File: src/rtl/and_event_qualifier.sv
// and_event_qualifier
// -------------------
// Synchronizes two raw asynchronous operands, ANDs them, and recognises an
// event once the AND has stayed high for STABLE consecutive cycles. Every
// qualified event bumps a saturating counter, and a snapshot of that counter
// is offered over a valid/ready handshake. A sticky flag records events that
// arrive while an earlier report is still waiting to be accepted.
//
// Parameters:
//   WIDTH  - event counter / snapshot width (>= 1)
//   STABLE - consecutive high cycles of the synchronized AND that qualify an
//            event (>= 1)
//
// Ports:
//   clk         in   sole clock, rising edge
//   rst_n       in   asynchronous active-low reset
//   a, b        in   raw operands, asynchronous to clk
//   clr         in   synchronous clear of counter, report and drop flag
//   evt_valid   out  a report is pending
//   evt_ready   in   consumer accepts the pending report
//   evt_count   out  counter value captured at the reported event
//   evt_dropped out  sticky: an event was lost while a report was pending
module and_event_qualifier #(
  parameter int WIDTH  = 8,
  parameter int STABLE = 3
) (
  input  logic             clk,
  input  logic             rst_n,
  input  logic             a,
  input  logic             b,
  input  logic             clr,
  output logic             evt_valid,
  input  logic             evt_ready,
  output logic [WIDTH-1:0] evt_count,
  output logic             evt_dropped
);

  // Run counter only has to reach STABLE; keep it at least one bit wide.
  localparam int RUN_W = (STABLE < 2) ? 1 : $clog2(STABLE + 1);
  localparam logic [RUN_W-1:0] RUN_TGT = RUN_W'(STABLE);

  localparam logic [1:0] ST_IDLE   = 2'd0;
  localparam logic [1:0] ST_ARMING = 2'd1;
  localparam logic [1:0] ST_ACTIVE = 2'd2;

  logic             a_meta_r, a_sync_r;
  logic             b_meta_r, b_sync_r;
  logic             w_s;
  logic [1:0]       state_r, state_nxt_s;
  logic [RUN_W-1:0] run_r, run_nxt_s, run_inc_s;
  logic             fire_s;
  logic [WIDTH-1:0] cnt_r, cnt_inc_s;
  logic             evt_valid_r;
  logic [WIDTH-1:0] evt_count_r;
  logic             evt_dropped_r;

  // Two-flop synchronizers on both raw operands; clr deliberately not applied.
  always_ff @(posedge clk or negedge rst_n) begin
    if (!rst_n) begin
      a_meta_r <= 1'b0;
      a_sync_r <= 1'b0;
      b_meta_r <= 1'b0;
      b_sync_r <= 1'b0;
    end else begin
      a_meta_r <= a;
      a_sync_r <= a_meta_r;
      b_meta_r <= b;
      b_sync_r <= b_meta_r;
    end
  end

  assign w_s       = a_sync_r & b_sync_r;
  assign run_inc_s = run_r + RUN_W'(1);
  // Saturate: once all ones, further events report the maximum value.
  assign cnt_inc_s = (&cnt_r) ? cnt_r : cnt_r + WIDTH'(1);

  // Qualification FSM: next state, run count and the one-cycle event strobe.
  always_comb begin
    state_nxt_s = state_r;
    run_nxt_s   = run_r;
    fire_s      = 1'b0;
    case (state_r)
      ST_IDLE: begin
        run_nxt_s = {RUN_W{1'b0}};
        if (w_s) begin
          if (STABLE == 1) begin
            fire_s      = 1'b1;
            state_nxt_s = ST_ACTIVE;
          end else begin
            state_nxt_s = ST_ARMING;
            run_nxt_s   = RUN_W'(1);
          end
        end else begin
          state_nxt_s = ST_IDLE;
        end
      end
      ST_ARMING: begin
        if (!w_s) begin
          state_nxt_s = ST_IDLE;
          run_nxt_s   = {RUN_W{1'b0}};
        end else if (run_inc_s == RUN_TGT) begin
          fire_s      = 1'b1;
          state_nxt_s = ST_ACTIVE;
          run_nxt_s   = {RUN_W{1'b0}};
        end else begin
          state_nxt_s = ST_ARMING;
          run_nxt_s   = run_inc_s;
        end
      end
      ST_ACTIVE: begin
        // Release is not debounced: one low cycle re-arms the detector.
        run_nxt_s = {RUN_W{1'b0}};
        if (!w_s) begin
          state_nxt_s = ST_IDLE;
        end else begin
          state_nxt_s = ST_ACTIVE;
        end
      end
      default: begin
        state_nxt_s = ST_IDLE;
        run_nxt_s   = {RUN_W{1'b0}};
      end
    endcase
  end

  // FSM state and run counter registers; clr does not disturb qualification.
  always_ff @(posedge clk or negedge rst_n) begin
    if (!rst_n) begin
      state_r <= ST_IDLE;
      run_r   <= {RUN_W{1'b0}};
    end else begin
      state_r <= state_nxt_s;
      run_r   <= run_nxt_s;
    end
  end

  // Event counter and report handshake; clr outranks events and transfers.
  always_ff @(posedge clk or negedge rst_n) begin
    if (!rst_n) begin
      cnt_r         <= {WIDTH{1'b0}};
      evt_valid_r   <= 1'b0;
      evt_count_r   <= {WIDTH{1'b0}};
      evt_dropped_r <= 1'b0;
    end else if (clr) begin
      cnt_r         <= {WIDTH{1'b0}};
      evt_valid_r   <= 1'b0;
      evt_count_r   <= {WIDTH{1'b0}};
      evt_dropped_r <= 1'b0;
    end else if (fire_s) begin
      cnt_r <= cnt_inc_s;
      // A report slot is free if empty or being accepted on this same edge.
      if (!evt_valid_r || evt_ready) begin
        evt_count_r <= cnt_inc_s;
        evt_valid_r <= 1'b1;
      end else begin
        evt_dropped_r <= 1'b1;
      end
    end else if (evt_valid_r && evt_ready) begin
      evt_valid_r <= 1'b0;
    end else begin
      evt_valid_r <= evt_valid_r;
    end
  end

  assign evt_valid   = evt_valid_r;
  assign evt_count   = evt_count_r;
  assign evt_dropped = evt_dropped_r;

endmodule
File: config.mk
export PLATFORM = sky130hd
export DESIGN_NAME = and_event_qualifier
export DESIGN_NICKNAME = d
export VERILOG_FILES = /design/src/rtl/and_event_qualifier.sv
export SDC_FILE = /design/constraint.sdc
export NUM_CORES = 1
export LEC_CHECK = 0
export CORE_MARGIN = 2
export CORE_UTILIZATION = 35
export CTS_CLUSTER_DIAMETER = 60
export DETAILED_ROUTE_END_ITERATION = 6
export PLACE_DENSITY = 0.58
export SYNTH_ARGS = -nofsm -noshare
export SYNTH_HDL_FRONTEND = slang
export SYNTH_SLANG_ARGS = --single-unit
export TNS_END_PERCENT = 100
File: constraint.sdc
create_clock -name clk -period 2.46 [get_ports clk]
set_input_delay 0.615 -clock clk [delete_from_list [all_inputs] [get_ports clk]]
set_output_delay 0.615 -clock clk [all_outputs]
set_load 0.05 [all_outputs]
==> out/results.tsv <==
metric	value	unit
total of max-cap violations	0	
Rel. slew slack	66.40	%
setup bufs post-CTS	0	
cts repair resizes	0	
FILL cells	344	
row cnt	21	
first-pass GRT wire length	4250	microns
Hold Slack	0.3656	ns
# diodes	0	
# H-tree levels	1	
Netlist cell types	35	
worst setup path class	flop to output pin	
initial antenna violation count	0	
final setup TNS	0	ns
cts bufs inserted	3	
DR vias	926	
post-synthesis sequential area ratio	54.56	%
total iterations of the first detailed-routing run	4	
DR DRC count	0	
Hold Path Class	flop to flop	
# IOs	16	
EDFF count, synth	0	
Cell Pwr Density	520.6	nW/um^2
Synth warnings	0	
CP bufs+invs	1	
vias per cell	5.232	
root buffer cell	clkbuf_4	
ordered cell list for the critical path	clkdlybuf4s50_1	
Final Hold Viols	0	
Worst Setup End Kind	output pin	
RSZ-0062 raised after global routing	no	
Post-Syn Instances	113	
Lkg Pwr	0.6351	nW
share of cells above drive strength 1	6.870	%
most common library cells after synthesis	26 x dfrtp_1, 13 x nor2_1, 10 x a21oi_1, 6 x nand2_1	
# setup viols final	0	
Congestion Overflow GR	0	
GRT Total Usage	13.70	%
multi-input logic area	508.0	sq um
Initial Util	36.02	%
Critical Path AT	1.52	ns
Initial DRC Count	59	
cell accounting for the most synthesized area	dfrtp_1	
top post-synthesis cells by area	dfrtp_1 55%, a21oi_1 4.2%, nor2_1 4.1%	
largest net degree at the start of global routing	27	
Avg Inst Size Synth	10.55	sq um
CP max-delay cell	clkdlybuf4s50_1	
flop2flop setup slack	0.71	ns
CP Data Required Time	1.85	ns
most common cell in the netlist	dfrtp_1	
ys async rst share	100.0	%
HPWL Detailed	1742	microns
worst r2r src	cnt_r[0]$_DFFE_PN0P_	
Final Util	43.88	%
CP max FO	2	
nets	139	
Die Ht	62.37	microns
Least-Margin Pin Slew	0.5025	ns
Routed Antenna Nets	0	
crit path launch type	flop	
f_max	469.1	MHz
PortBufs	15	
Slew Viols, Final	0	
clock skew	0.007085	ns
Mapped Area	1192	sq um
critical path depth	1	
delay-heaviest family, CP	buffers and inverters	
Critical path origin	evt_dropped$_DFFE_PN0P_	
vias in the first global route	915	
CP max stage delay	0.81	ns
TritonCTS Sinks	26	
WL final	2363	microns
Yosys reg bits	26	
Design Power	0.7563	mW
DIE AREA	3890	sq um
clk buf depth	2	
CTS tree	built	
Mapped Nets	120	
VDD IR max	0.0001900	V
Wirelength per Cell	13.35	microns
ys flop type	dfrtp_1	
insertion delay to the later sink of the worst-skew pair	0.32	ns
Final Cycle Share	86.65	%
crit path to	evt_dropped	
Clk pin slew, worst setup/hold paths	0.14	ns
synth-to-layout area growth	21.83	%
reg-to-reg critical path endpoint	cnt_r[6]$_DFFE_PN0P_	
area share of the largest cell type after synthesis	54.56	%
Worst Reg-to-Reg Cells	5	
Reg area	650.6	sq um
core area	3311	sq um
Routability Congestion	0.7559	
die width	62.37	microns
hold_buf cts	0	
run status	complete, no violations	
fin crit period	2.132	ns
## worst min-delay path by stage
stage,slack (ns),cells past startpoint,startpoint,endpoint
floorplan,0.32,0,rst_n,a_meta_r$_DFF_PN0_
global placement,0.33,0,b_meta_r$_DFF_PN0_,b_sync_r$_DFF_PN0_
detailed placement,0.34,0,b_meta_r$_DFF_PN0_,b_sync_r$_DFF_PN0_
CTS,0.37,0,b_meta_r$_DFF_PN0_,b_sync_r$_DFF_PN0_
global route,0.39,0,a_meta_r$_DFF_PN0_,a_sync_r$_DFF_PN0_
finish,0.37,0,a_meta_r$_DFF_PN0_,a_sync_r$_DFF_PN0_
## registers in the layout, summed over array words and instances, names as in the netlist
name,count
a_meta_r,1
a_sync_r,1
b_meta_r,1
b_sync_r,1
cnt_r,8
evt_count,8
evt_dropped,1
evt_valid,1
run_r,2
state_r,2
## cells in the final DEF (no fill, tap or decap), drive strengths merged, types with 3 or more instances in the layout
cell type      instances
dfrtp                 26
a21oi                 11
clkbuf                 3
nand4                  3
nand3                  3
o211ai                 4
o21ai                  4
nand2                  6
nor2                  13
nor3                   4
and3                   4
inv                    3
buf                    3
a311oi                 4
clkdlybuf4s50         15
## cell type report
type                       count  share of cell area [%]
sequential                    26                   44.79
clock buffer                   3                   1.550
inverter                       3                  0.7752
timing repair buffer          18                   11.89
multi-input combinational     80                   34.97
clock inverter                 1                   2.067
tap                           46                   3.962
## per-stage QoR
stage               cells  worst slack [ns]  cell area, sq um
finish                177            0.3284              1453
CTS                   177            0.3075              1453
floorplan             113            0.7623              1192
global route          177            0.2595              1453
detailed placement    173            0.2859              1400
global placement      173            0.3096              1400
## per-layer routing
metal	GRT usage [%]	up-vias	wire, microns
met2	22.69	12	1166
met1	18.17	458	1141
li1	-	454	-
met4	5.000	0	7
met3	2.342	2	48
met5	0	-	0
## where the power goes
group / internal (mW) / total [mW] / switching, mW
Sequential: 0.433 / 0.437 / 0.00390
Combinational: 0.0127 / 0.0308 / 0.0181
Clock: 0.165 / 0.289 / 0.124
Total: 0.610 / 0.756 / 0.146
## cells by family after synthesis
group                    count (synthesis)  synth area share, %
AND/OR/NAND/NOR                         45                20.99
AO/OA/AOI/OAI                           29                16.68
flip-flops                              26                54.56
buffers and inverters                    7                2.833
XOR/XNOR                                 3                2.204
multiplexers                             2                1.679
adder cells (fa/ha/maj)                  1                1.049
No activity file was read; power rests on OpenSTA's default activity.
